[src/rtl/nmi_arbiter.sv]
`default_nettype none
// ============================================================================
// Module   : nmi_arbiter
// Purpose  : Round-robin arbiter merging NUM_MST native-memory-interface
//            initiators onto a single NMI target port. The grant is held for
//            the whole transaction. A bus watchdog completes a stalled
//            transaction with ERR_DATA so that no initiator can hang.
// Ports    : clk_i, rst_i         - clock, synchronous active-high reset
//            mst_valid_i          - per-initiator request valid
//            mst_addr_i/wdata_i   - per-initiator 32-bit fields, packed k*32
//            mst_wstrb_i          - per-initiator byte strobes (0 = read)
//            mst_ready_o          - per-initiator completion pulse
//            mst_rdata_o          - shared read data, qualified by ready
//            slv_*                - target request / response port
//            grant_o              - one-hot current owner (0 when idle)
//            timeout_o            - pulse on watchdog completion
// Revision : 1.0 - initial release
// ============================================================================
module nmi_arbiter #(
  parameter int          NUM_MST  = 2,
  parameter int          TIMEOUT  = 1024,
  parameter logic [31:0] ERR_DATA = 32'hDEAD_BEEF
) (
  input  logic                 clk_i,
  input  logic                 rst_i,
  input  logic [NUM_MST-1:0]   mst_valid_i,
  input  logic [NUM_MST*32-1:0] mst_addr_i,
  input  logic [NUM_MST*32-1:0] mst_wdata_i,
  input  logic [NUM_MST*4-1:0] mst_wstrb_i,
  output logic [NUM_MST-1:0]   mst_ready_o,
  output logic [31:0]          mst_rdata_o,
  output logic                 slv_valid_o,
  output logic [31:0]          slv_addr_o,
  output logic [31:0]          slv_wdata_o,
  output logic [3:0]           slv_wstrb_o,
  input  logic [31:0]          slv_rdata_i,
  input  logic                 slv_ready_i,
  output logic [NUM_MST-1:0]   grant_o,
  output logic                 timeout_o
);

  localparam int IDXW = (NUM_MST > 1) ? $clog2(NUM_MST) : 1;
  // A disabled watchdog still keeps a 1-bit counter so no zero-width vector exists.
  localparam int CW   = (TIMEOUT > 0) ? $clog2(TIMEOUT + 1) : 1;
  localparam logic [CW-1:0]   c_TO_LAST = CW'((TIMEOUT > 0) ? (TIMEOUT - 1) : 0);
  localparam logic [CW-1:0]   c_CNT_MAX = '1;
  localparam logic [IDXW-1:0] c_LAST_RST = IDXW'(NUM_MST - 1);

  typedef enum logic [0:0] {
    S_IDLE = 1'b0,
    S_BUSY = 1'b1
  } state_t;

  state_t          r_state, w_state_nxt;
  logic [IDXW-1:0] r_grant, w_grant_nxt;
  logic [IDXW-1:0] r_last,  w_last_nxt;
  logic [CW-1:0]   r_cnt,   w_cnt_nxt;

  logic [IDXW-1:0]    w_arb_sel;
  logic [IDXW-1:0]    w_hi_sel, w_lo_sel;
  logic               w_hi_found, w_lo_found;
  logic               w_sel_valid;
  logic [31:0]        w_sel_addr, w_sel_wdata;
  logic [3:0]         w_sel_wstrb;
  logic [NUM_MST-1:0] w_gnt_onehot;
  logic               w_timeout;

  // Round-robin pick: the lowest requester above the last owner wins; if none
  // exists, the scan wraps and the lowest requester overall wins.
  always_comb begin
    w_hi_found = 1'b0;
    w_hi_sel   = '0;
    w_lo_found = 1'b0;
    w_lo_sel   = '0;
    for (int k = 0; k < NUM_MST; k++) begin
      if (mst_valid_i[k]) begin
        if (!w_hi_found && (IDXW'(k) > r_last)) begin
          w_hi_found = 1'b1;
          w_hi_sel   = IDXW'(k);
        end
        if (!w_lo_found) begin
          w_lo_found = 1'b1;
          w_lo_sel   = IDXW'(k);
        end
      end
    end
    w_arb_sel = w_hi_found ? w_hi_sel : w_lo_sel;
  end

  // Field multiplexer for the registered owner.
  always_comb begin
    w_sel_valid  = 1'b0;
    w_sel_addr   = '0;
    w_sel_wdata  = '0;
    w_sel_wstrb  = '0;
    w_gnt_onehot = '0;
    for (int k = 0; k < NUM_MST; k++) begin
      if (r_grant == IDXW'(k)) begin
        w_sel_valid     = mst_valid_i[k];
        w_sel_addr      = mst_addr_i[32*k +: 32];
        w_sel_wdata     = mst_wdata_i[32*k +: 32];
        w_sel_wstrb     = mst_wstrb_i[4*k +: 4];
        w_gnt_onehot[k] = 1'b1;
      end
    end
  end

  assign w_timeout = (TIMEOUT > 0) && (r_cnt == c_TO_LAST);

  always_ff @(posedge clk_i) begin
    if (rst_i) begin
      r_state <= S_IDLE;
      r_grant <= '0;
      r_last  <= c_LAST_RST;
      r_cnt   <= '0;
    end else begin
      r_state <= w_state_nxt;
      r_grant <= w_grant_nxt;
      r_last  <= w_last_nxt;
      r_cnt   <= w_cnt_nxt;
    end
  end

  always_comb begin
    w_state_nxt = r_state;
    w_grant_nxt = r_grant;
    w_last_nxt  = r_last;
    w_cnt_nxt   = r_cnt;
    mst_ready_o = '0;
    mst_rdata_o = '0;
    slv_valid_o = 1'b0;
    slv_addr_o  = '0;
    slv_wdata_o = '0;
    slv_wstrb_o = '0;
    grant_o     = '0;
    timeout_o   = 1'b0;

    case (r_state)
      S_IDLE: begin
        w_cnt_nxt = '0;
        if (|mst_valid_i) begin
          w_state_nxt = S_BUSY;
          w_grant_nxt = w_arb_sel;
        end
      end

      S_BUSY: begin
        grant_o     = w_gnt_onehot;
        slv_addr_o  = w_sel_addr;
        slv_wdata_o = w_sel_wdata;
        slv_wstrb_o = w_sel_wstrb;
        // The target ready takes priority over an expiring watchdog, so the
        // request is only withdrawn when the target has not answered.
        slv_valid_o = w_sel_valid & ~(w_timeout & ~slv_ready_i);
        w_cnt_nxt   = (r_cnt == c_CNT_MAX) ? r_cnt : r_cnt + 1'b1;

        if (!w_sel_valid) begin
          // Owner abandoned its request: release the bus without a ready.
          w_state_nxt = S_IDLE;
          w_last_nxt  = r_grant;
          w_cnt_nxt   = '0;
        end else if (slv_ready_i) begin
          mst_ready_o = w_gnt_onehot;
          mst_rdata_o = slv_rdata_i;
          w_state_nxt = S_IDLE;
          w_last_nxt  = r_grant;
          w_cnt_nxt   = '0;
        end else if (w_timeout) begin
          mst_ready_o = w_gnt_onehot;
          mst_rdata_o = ERR_DATA;
          timeout_o   = 1'b1;
          w_state_nxt = S_IDLE;
          w_last_nxt  = r_grant;
          w_cnt_nxt   = '0;
        end
      end

      default: begin
        w_state_nxt = S_IDLE;
      end
    endcase
  end

endmodule
`default_nettype wire

[config.mk]
export PLATFORM = sky130hd
export DESIGN_NAME = nmi_arbiter
export DESIGN_NICKNAME = d
export VERILOG_FILES = /design/src/rtl/nmi_arbiter.sv
export SDC_FILE = /design/constraint.sdc
export NUM_CORES = 1
export LEC_CHECK = 0
export CAP_MARGIN = 20
export CORE_AREA = 2 2 107 109
export CTS_BUF_LIST = sky130_fd_sc_hd__clkbuf_4 sky130_fd_sc_hd__clkbuf_8
export CTS_CLUSTER_SIZE = 14
export DETAILED_ROUTE_END_ITERATION = 10
export DIE_AREA = 0 0 109 111
export GPL_ROUTABILITY_DRIVEN = 0
export PLACE_DENSITY_LB_ADDON = 0.12
export SLEW_MARGIN = 10
export SYNTH_ARGS = -nofsm -noshare
export SYNTH_HDL_FRONTEND = slang
export SYNTH_SLANG_ARGS = --single-unit
[constraint.sdc]
create_clock -name clk_i -period 2.1 [get_ports clk_i]
set_input_delay 0.525 -clock clk_i [delete_from_list [all_inputs] [get_ports clk_i]]
set_output_delay 0.525 -clock clk_i [all_outputs]
set_load 0.05 [all_outputs]
Word level (Yosys, flattened, before mapping)
Index checks and enable logic that the tools add are counted.

word-level totals
  flip-flop bits (word level) = 14
  input bits = 173
  word-level logic and storage cells = 67

operators by class
  $add $sub $neg = 1
  magnitude comparators = 2
  eq/ne operators = 4
  multiplexer cells = 46
  bitwise gates (word level) = 5
  reductions and logical operators = 5

operators with widths
  cell                                                                      number
  32-bit two-way mux                                                        8
  11-bit two-way mux                                                        4
  1-bit two-way mux                                                         25
  11-bit one-hot mux with 2 select lines                                    1
  11-bit by 1-bit adder with 11-bit output (second input constant)          1
  11-bit by 10-bit equality test with 1-bit output (second input constant)  1
  11-bit equality test (second input constant)                              1
  2-bit two-way mux                                                         5
  4-bit two-way mux                                                         2
  5-bit != test (second input constant)                                     1
  2-bit AND reduction                                                       2
  3-bit by 2-bit != test with 1-bit output (second input constant)          1
  1-bit inverter                                                            3
  1-bit bitwise AND                                                         2
  1-bit > comparator (first input constant)                                 2
  1-bit one-hot mux with 2 select lines                                     1
  2-bit OR reduction                                                        1
  1-bit logical AND                                                         1
  1-bit zero test                                                           1

Longest topological paths before layout
Gate-level depths: netlist of run 1.

  depth after elaboration = 8
  depth in mapped cells = 6

Worst setup path after synthesis of run 1
OpenSTA, ideal clock, no wires.

  path kind = reg2out
  from = register r_cnt[0]
  to = output mst_rdata_o[30]
  arrival time = 2209 ps
  setup slack = -634 ps
  cell stages (with the launch flop) = 6
  buffers on the path = 0
  cells stage by stage = dfxtp_1 ha_1 nand3_4 or3_1 or3_1 a21oi_1

on the way
  cells in the longest elaborated chain, start to end = 5

ends and longest elaborated chain
  what                                              line  source
  from (decl)                                       57    logic [CW-1:0] r_cnt, w_cnt_nxt;
  from (signal assigned)                            120   r_cnt <= w_cnt_nxt;
  11-bit by 10-bit equality test with 1-bit output  108   assign w_timeout = (TIMEOUT > 0) && (r_cnt == c_TO_LAST);
  32-bit two-way mux                                168   end else if (w_timeout) begin
  32-bit two-way mux                                162   end else if (slv_ready_i) begin
  32-bit two-way mux                                157   if (!w_sel_valid) begin
  32-bit two-way mux                                138   case (r_state)
  to (decl)                                         31    output logic [31:0] mst_rdata_o,

Every way passes these cells.

Worst setup path after layout of run 1
  from = register r_cnt[1]
  to = output mst_rdata_o[1]

Same word-level chain as after synthesis.

==> results of run 1 <==
-- how the worst min path moves through the flow --
stage | start | end | cells after the start | slack (ns)
floorplan | r_cnt[0] | r_cnt[0] | 1 | 0.45
global placement | r_last | r_last | 1 | 0.47
detailed placement | r_cnt[5] | r_cnt[5] | 2 | 0.50
CTS | r_cnt[5] | r_cnt[5] | 2 | 0.50
global route | r_cnt[5] | r_cnt[5] | 2 | 0.53
finish | r_cnt[5] | r_cnt[5] | 2 | 0.51
-- cells by family (layout without fill, tap and decap cells) --
logic type | count (synthesis) | in the layout | synth area share
and+or+nand+nor | 127 | 127 | 0.295
adders and majority gates | 1 | 1 | 0.00609
muxes | 74 | 74 | 0.361
AOI/OAI and AO/OA | 41 | 41 | 0.141
DFF | 14 | 14 | 0.136
xor gates and xnor gates | 1 | 1 | 0.00426
buffers and inverters | 26 | 338 | 0.0560
-- cell type report --
class	count	area share
timing repair buffer	330	0.620
multi-input combinational	244	0.304
sequential	14	0.0418
tap	143	0.0253
clock buffer	4	0.00691
inverter	4	0.00283
-- placed cells by master (no fill, tap or decap), types with 3 or more instances in the layout --
cell and count:
buf_16 3, a21o_4 19, nand3_1 11, a21o_2 3, buf_2 3, o21ai_0 3
nand2_1 8, and2_4 8, dfxtp_1 6, mux2i_1 72, buf_4 40, buf_12 111
clkbuf_8 3, nor2_1 9, dfxtp_2 6, a21oi_1 4, clkdlybuf4s50_1 169, nand3b_1 4
nor2_2 63
-- timing repair --
item,4_1_cts,5_1_grt
setup buffers,13,4
pin swaps,12,5
resized for setup,28,10
gates cloned,4,1
setup endpoints to repair,88,73
-- per-stage QoR --
stage	worst slack (ns)	utilization	setup TNS, ns
final	-0.408	0.638	-10.37
after global routing	-0.477	0.638	-12.71
after CTS	-0.462	0.636	-12.48
after detailed placement	-0.480	0.605	-15.73
after global placement	-0.456	0.605	-14.76
after floorplan	-0.162	-	-4.28
-- critical path: cells and delay by family (launching register included) --
kind	cells	cell delay [ns]
AND/OR/NAND/NOR	3	0.69
buffers and inverters	3	0.41
flip-flops	1	0.35
adder cells (fa/ha/maj)	1	0.15
AO/OA/AOI/OAI	1	0.13
-- sequential cells by signal (all words and copies together), names as in the netlist --
signal	count
r_cnt	11
r_grant	1
r_last	1
r_state	1
-- report_power, final --
| part | internal [W] | total (W) | leakage, nW | switching [W] |
|---|---|---|---|---|
| combinational | 0.000960 | 0.00183 | 2.59 | 0.000870 |
| clock | 0.000147 | 0.000247 | 0.0262 | 0.0000995 |
| sequential | 0.000271 | 0.000279 | 0.118 | 0.00000856 |
| total | 0.00138 | 0.00236 | 2.73 | 0.000978 |
-- layer usage --
metal	GRT usage	wire [um]	vias up
met2	0.391	6950	174
met5	0	0	-
li1	-	-	1622
met4	0.0453	250	0
met3	0.0623	1290	14
met1	0.209	4370	1497
==> out/metrics.cfg, run 1 <==
[detailed_routing]
wirelength_mm=12.9
drt-wirelength-per-cell_um=17.4
drc_errors=0
via_per_inst=4.47
num_vias=3307
dr.pass1.iters=4
ant_nets=0
dr.first_iter.drc_count=111

[setup_path]
reg2regPathDepth=10
r2r_end=r_cnt[7]
crit_top_cell=buf_12
worstPathCellList=ha_4, nand3_4, or4_4, nor3_4, buf_4, buf_12, a21o_2, buf_12
required_ns=1.57
slowest_delay_ns=0.46
critPathLaunchType=flip-flop
r2r_slack_ns=0.12
critPathCaptureType=output port
cpMaxStageDelayCell=or4_4
cp-endpoint=mst_rdata_o[1]
cp-startpoint=r_cnt[1]
crit_arrival_ns=1.98
worstPathMaxFanout=12
reg2reg_from=r_grant
path_class=flip-flop to output port

[sta]
worst_slack_ns=-0.408
grt_setup_unrepaired=true
timing.hold.ws_ns=0.511
drv_slew=0
fin_crit_sh=1.19
setup_violations=34
finalHoldViolCount=0
fmax_mhz=399
slew_headroom=0.780
finalClockSkew_ns=0.00759
worst_slew_pin_slew_ns=0.327
period_minus_slack_ns=2.51

[floorplan]
die_h_um=111
die_x_um=109
core-area_mm2=0.0111
start_util=0.185
die_area_mm2=0.0121
rows=39
io_pins=279

[placement]
io_buffers=278
place_inst=718
dpl_cell_area_mm2=0.00671
dp_hpwl_mm=10.4

[cells_and_area]
fin_area_mm2=0.00706
seqCellArea_um2=295
drive_above_1_share=0.488
diodes=0
multiInputGateArea_mm2=0.00214
fillers=878
syn2layout_area_growth_pct=244
nNetsFinal=771
layout.cells.non_filler=739

[clock_tree]
cts_sinks=14
cts.hold.buffers_added=0
clk_latency_ns=0.25
cts_max_path_buffers=2
cts.reportedPaths.clkPinSlew_ns=0.05
cts_inserted_buffers=3
cts_tree=built
cts_max_level=1
clockRootBuffer=clkbuf_8

[power_and_ir_drop]
irDropWorstVdd_uv=205
powerDensity_mw_per_mm2=334
cellLeakagePower_nw=2.73
power.total_w=0.00236

[synthesis]
ys_ff_latch=14
yosys_most_used_dff=dfxtp_1
synth_area_leaders=mux2i_1 36%, dfxtp_1 14%, nor2_1 14%, a21o_1 8.0%, and2_1 3.0%
synth_async_sr_flop_share=0
synth.distinct_cells=36
synth_top_area_share=0.361
syn-instance-count=284
syn_nets=458
ys_seq_area_frac=0.136
synth_edf_count=0
syn_area_mm2=0.00205
synth_warnings=0
synth_common_cells=74 x mux2i_1, 74 x nor2_1, 22 x a21o_1
avgSynthCellArea_um2=7.23
synth_top_cell_by_area=mux2i_1

[global_route]
grt-ovfl-total=0
grt_pass1_wl_mm=18.8
track_usage=0.203
grt_max_degree=37
antenna_found_initial=0
grt_pass1_vias=3353

[outcome]
violations=setup timing
status=finished, violations left

[worst_hold_path]
min_path_type=flip-flop to flip-flop

[flow_run]
maxCapViolations=0

No activity file was read; power rests on OpenSTA's default activity.
==> inputs of run 2 (changes only) <==
--- a/config.mk
+++ b/config.mk
@@ -6,11 +6,14 @@
 export NUM_CORES = 1
 export LEC_CHECK = 0
 export CAP_MARGIN = 20
-export CORE_AREA = 2 2 107 109
+export CELL_PAD_IN_SITES_DETAIL_PLACEMENT = 2
+export CELL_PAD_IN_SITES_GLOBAL_PLACEMENT = 2
+export CORE_ASPECT_RATIO = 0.6
+export CORE_MARGIN = 2
+export CORE_UTILIZATION = 10
 export CTS_BUF_LIST = sky130_fd_sc_hd__clkbuf_4 sky130_fd_sc_hd__clkbuf_8
 export CTS_CLUSTER_SIZE = 14
 export DETAILED_ROUTE_END_ITERATION = 10
-export DIE_AREA = 0 0 109 111
 export GPL_ROUTABILITY_DRIVEN = 0
 export PLACE_DENSITY_LB_ADDON = 0.12
 export SLEW_MARGIN = 10
==> run 2 against run 1 <==
  * The run still ends with setup timing left
  * Count of clock-buffer cells in the layout is the same
  * Non-clock buffer count grew 23
  * Register-to-register slack worse by 0.06 ns
  * Setup slack improved by 0.0057 ns
  * Routed wire length rose by 50%
  * Cell count rose by 21%
  * Die area increased by 80%
  * Total power increased by 15%
  * First-iteration DRC count down 9.9%
  * Clock skew shrank 0.0057 ns
  * Critical endpoint is now mst_rdata_o[25]
  * Highest routed layer unchanged
==> out/metrics.cfg, run 2 (synthesis gave the netlist of run 1 again) <==
[global_route]
grt-ovfl-total=0
grt_pass1_vias=4020
track_usage=0.163
grt_pass1_wl_mm=26.6
antenna_found_initial=0
grt_max_degree=28

[placement]
io_buffers=278
place_ws_ns=-0.954
dp_hpwl_mm=13.5

[setup_path]
worstPathMaxFanout=6
r2r_slack_ns=0.06
path_class=flip-flop to output port
critPathLaunchType=flip-flop
required_ns=1.57
r2r_end=r_cnt[0]
reg2regPathDepth=11
critPathCaptureType=output port
reg2reg_from=r_cnt[1]
crit_arrival_ns=1.98

[worst_hold_path]
min_from=r_last
holdPathStages=1
hold-path-endpoint=r_last
min_path_type=flip-flop to flip-flop

[cells_and_area]
diodes=0
largest_reg_flops=11
nNetsFinal=795
utilization=0.403
syn2layout_area_growth_pct=294
fillers=2033
drive_above_1_share=0.558
final_cell_mix=169 x clkdlybuf4s50_1, 117 x buf_12, 49 x nor2_2, 42 x mux2i_1, 36 x buf_4
regMostFlops=r_cnt
final_common_cell=clkdlybuf4s50_1

[clock_tree]
cts.reportedPaths.clkPinSlew_ns=0.06
clk_latency_ns=0.25
cts_max_path_buffers=2
cts_tree=built
clockRootBuffer=clkbuf_8
cts_sinks=14
cts_max_level=1
cts_inserted_buffers=3
cts.hold.buffers_added=0

[sta]
period_minus_slack_ns=2.50
setup_violations=75
slew_headroom=0.696
finalClockSkew_ns=0.00187
finalHoldViolCount=0
fin_crit_sh=1.19
worst_slack_ns=-0.402
worst_slew_pin_slew_ns=0.452
grt_setup_unrepaired=true
drv_slew=0
fmax_mhz=400

[detailed_routing]
wirelength_mm=19.3
num_vias=3605
drc_errors=0
dr.first_iter.drc_count=100
drt-wirelength-per-cell_um=21.6
ant_nets=0
via_per_inst=4.04
dr.pass1.iters=4

[flow_run]
maxCapViolations=0

[floorplan]
rows=40
die_x_um=189
start_util=0.102
die_area_mm2=0.0217
io_pins=279
core-area_mm2=0.0201
die_h_um=115

[power_and_ir_drop]
cellLeakagePower_nw=3.04
powerDensity_mw_per_mm2=334
irDropWorstVdd_uv=164

[outcome]
violations=setup timing
status=finished, violations left

## run 2: cell types whose count changed in the layout (fill, tap and decap cells not counted), sizes merged
| cell | before | now |
|---|---|---|
| clkbuf | 4 | 10 |
| bufbuf | 1 | 2 |
| nor2 | 74 | 75 |
| buf | 159 | 175 |
## run 2: worst max path at each step
stage,start,end,cells past startpoint
after floorplan,r_cnt[1],mst_rdata_o[16],6
final,r_cnt[1],mst_rdata_o[25],8
after CTS,r_cnt[1],mst_rdata_o[10],8
after global placement,mst_valid_i[1],mst_rdata_o[4],6
after detailed placement,mst_valid_i[1],mst_rdata_o[29],6
after global routing,r_cnt[1],mst_rdata_o[21],8
## run 2: final cells by class
cell class,count,area [um^2],share of cell area
Timing Repair Buffer,353,4870,0.603
Inverter,4,27.5,0.00340
Clock buffer,4,48.8,0.00603
Tap cell,273,342,0.0422
Sequential cell,14,293,0.0362
Multi-Input combinational cell,245,2500,0.310
## run 2: metrics by stage
stage | hold slack, ns | cells | instance area [um^2] | setup TNS [ns] | power (W)
global placement | 0.491 | 848 | 6860 | -28.95 | 0.00207
finish | 0.575 | 893 | 8090 | -12.40 | 0.00270
global route | 0.590 | 893 | 8090 | -18.69 | 0.00282
detailed placement | 0.525 | 848 | 6860 | -31.99 | 0.00209
floorplan | 0.452 | 284 | 2460 | -4.28 | 0.00107
CTS | 0.552 | 880 | 7650 | -11.88 | 0.00260
## run 2: layer usage
metal | GRT usage | wire, um | up-vias
met1 | 0.191 | 7450 | 1725
li1 | - | - | 1681
met4 | 0.0245 | 248 | 0
met5 | 0 | 0 | -
met2 | 0.302 | 9870 | 185
met3 | 0.0476 | 1680 | 14
## run 2: repair_timing
| action | in CTS | in global routing |
|---|---|---|
| setup endpoints to repair | 91 | 84 |
| buffers inserted | 18 | 11 |
| pin swaps | 7 | 12 |
| resized for setup | 65 | 62 |
| cloned | 10 | 5 |
## run 2: worst max-delay path: stages, from the launching register on
cell     delay [ns]
dfxtp_2        0.35
ha_4           0.15
nand3_4        0.09
or4_4          0.45
nor3_4         0.17
buf_6          0.16
buf_16         0.13
a21o_4         0.10
buf_12         0.13
## run 2: power breakdown
group / switching (W) / total (W) / internal (W)
clock network: 0.000108 / 0.000255 / 0.000147
registers: 0.00000694 / 0.000279 / 0.000272
logic: 0.00102 / 0.00217 / 0.00115
total: 0.00113 / 0.00270 / 0.00157
==> inputs of run 3 (changes only) <==
--- a/config.mk
+++ b/config.mk
@@ -9,7 +9,7 @@
 export CELL_PAD_IN_SITES_DETAIL_PLACEMENT = 2
 export CELL_PAD_IN_SITES_GLOBAL_PLACEMENT = 2
 export CORE_ASPECT_RATIO = 0.6
-export CORE_MARGIN = 2
+export CORE_MARGIN = 1
 export CORE_UTILIZATION = 10
 export CTS_BUF_LIST = sky130_fd_sc_hd__clkbuf_4 sky130_fd_sc_hd__clkbuf_8
 export CTS_CLUSTER_SIZE = 14
==> run 3 against run 2 <==
  * Fmax decreased by 1.6%
  * Critical path depth unchanged
  * Die area decreased by 2.8%
  * Cell count decreased by 1.5%
  * Critical path type unchanged
  * The flow still finishes with violations (setup timing)
  * Clock skew increased by 0.0025 ns
==> out/metrics.cfg, run 3 (synthesis gave the netlist of run 1 again) <==
[floorplan]
start_util=0.102
io_pins=279
core-area_mm2=0.0201
die_h_um=113
die_area_mm2=0.0211
rows=40
die_x_um=187

[sta]
fin_crit_sh=1.21
setup_tns_ns=-12.27
drv_slew=0
finalHoldViolCount=0
fmax_mhz=393
finalClockSkew_ns=0.00436
period_minus_slack_ns=2.54
slew_headroom=0.667
worst_slack_ns=-0.442
worst_slew_pin_slew_ns=0.499
grt_setup_unrepaired=true
timing.hold.ws_ns=0.518
setup_violations=36

[detailed_routing]
num_vias=3494
ant_nets=0
dr.first_iter.drc_count=54
via_per_inst=3.97
drc_errors=0
drt-wirelength-per-cell_um=19.7
dr.pass1.iters=4
wirelength_mm=17.4

[cells_and_area]
final_common_cell=clkdlybuf4s50_1
layout.cells.non_filler=880
nNetsFinal=782
regMostFlops=r_cnt
largest_reg_flops=11
syn2layout_area_growth_pct=264
drive_above_1_share=0.499
final_cell_mix=169 x clkdlybuf4s50_1, 109 x buf_12, 71 x mux2i_1, 68 x nor2_2, 42 x buf_4
diodes=0

[setup_path]
path_class=flip-flop to output port
crit_buf_inv=3
critPathLaunchType=flip-flop
slowest_delay_ns=0.46
critPathCaptureType=output port
worstPathCellList=ha_4, nand3_4, or4_4, nor3_4, buf_4, buf_12, a21o_2, buf_12
cpMaxStageDelayCell=or4_4
path_delay_family=simple AND/OR/NAND/NOR gates
r2r_end=r_cnt[9]
reg2regPathDepth=9
reg2reg_from=r_cnt[1]
worstPathMaxFanout=12
crit_arrival_ns=2.02
crit_top_cell=buf_12
r2r_slack_ns=0.13
required_ns=1.57

[power_and_ir_drop]
power.total_w=0.00249
clockPowerShare=0.113
irDropWorstVdd_uv=154
switching_share=0.421
cellLeakagePower_nw=2.84
internal_power_w=0.00144
seq_power_share=0.112
combPwrFrac=0.775
switchingPower_w=0.00105
powerDensity_mw_per_mm2=333

[placement]
place_inst=851
place_ws_ns=-0.473
io_buffers=278
dp_hpwl_mm=12.7

[global_route]
grt_pass1_vias=3875
grt_max_degree=63
grt_pass1_wl_mm=24.3
antenna_found_initial=0
track_usage=0.151
grt-ovfl-total=0

[clock_tree]
cts_max_path_buffers=2
cts_inserted_buffers=3
cts.hold.buffers_added=0
cts_max_level=1
clk_latency_ns=0.25
cts_tree=built
cts_sinks=14
cts.reportedPaths.clkPinSlew_ns=0.07
clockRootBuffer=clkbuf_8

[worst_hold_path]
hold-path-endpoint=r_last
holdPathStages=1
min_path_type=flip-flop to flip-flop
min_from=r_last

[outcome]
violations=setup timing
status=finished, violations left

[flow_run]
maxCapViolations=0

[run 3: final cells by class]
type,count,area [um^2]
Fill cell,2066,12600
Timing Repair Buffer,341,4620
Multi-Input combinational cell,244,2140
Tap cell,273,342
Sequential cell,14,303
Clock buffer,4,55.1
Inverter,4,17.5
[run 3: power groups by stage]
stage          registers [W]  clock network [W]  logic, W
2_1_floorplan       0.000282                  0  0.000791
3_3_place_gp        0.000285                  0   0.00177
3_5_place_dp        0.000285                  0   0.00180
4_1_cts             0.000280           0.000295   0.00189
5_1_grt             0.000279           0.000306   0.00201
6_report            0.000278           0.000281   0.00193
[run 3: timing repair]
action                                  4_1_cts  5_1_grt
buffers inserted                              7        8
pin swaps                                    13        9
endpoints found under the setup margin      105       84
gates resized for setup                      35       16
gates cloned                                  6        6
[run 3: worst max-delay path by stage]
stage	startpoint	slack, ns	to	depth (start not counted)
finish	r_cnt[1]	-0.44	mst_rdata_o[2]	8
global placement	mst_valid_i[1]	-0.43	timeout_o	7
CTS	r_cnt[1]	-0.51	mst_rdata_o[0]	7
global route	r_cnt[1]	-0.53	mst_rdata_o[1]	8
floorplan	r_cnt[1]	-0.16	mst_rdata_o[16]	6
detailed placement	mst_valid_i[1]	-0.47	mst_rdata_o[0]	7
[run 3: worst reg2reg max path: stages (launching register included)]
cell	delay (ns)
dfxtp_2	0.34
ha_4	0.17
nand3_4	0.10
buf_4	0.11
buf_4	0.11
buf_4	0.12
nor3_1	0.06
a2111oi_1	0.53
buf_4	0.20
mux2i_1	0.17
[run 3: metal layers]
metal	up-vias	global-route usage	wire length, um
met5	-	0	0
met4	0	0.0142	78
met3	4	0.0453	1160
met2	168	0.291	9220
met1	1676	0.168	6900
li1	1646	-	-
[run 3: metrics by stage]
step / instance area [um^2] / util
3_3_place_gp: 6880 / 0.343
6_report: 7470 / 0.372
2_1_floorplan: 2460 / -
3_5_place_dp: 6880 / 0.343
5_1_grt: 7470 / 0.372
4_1_cts: 7240 / 0.361
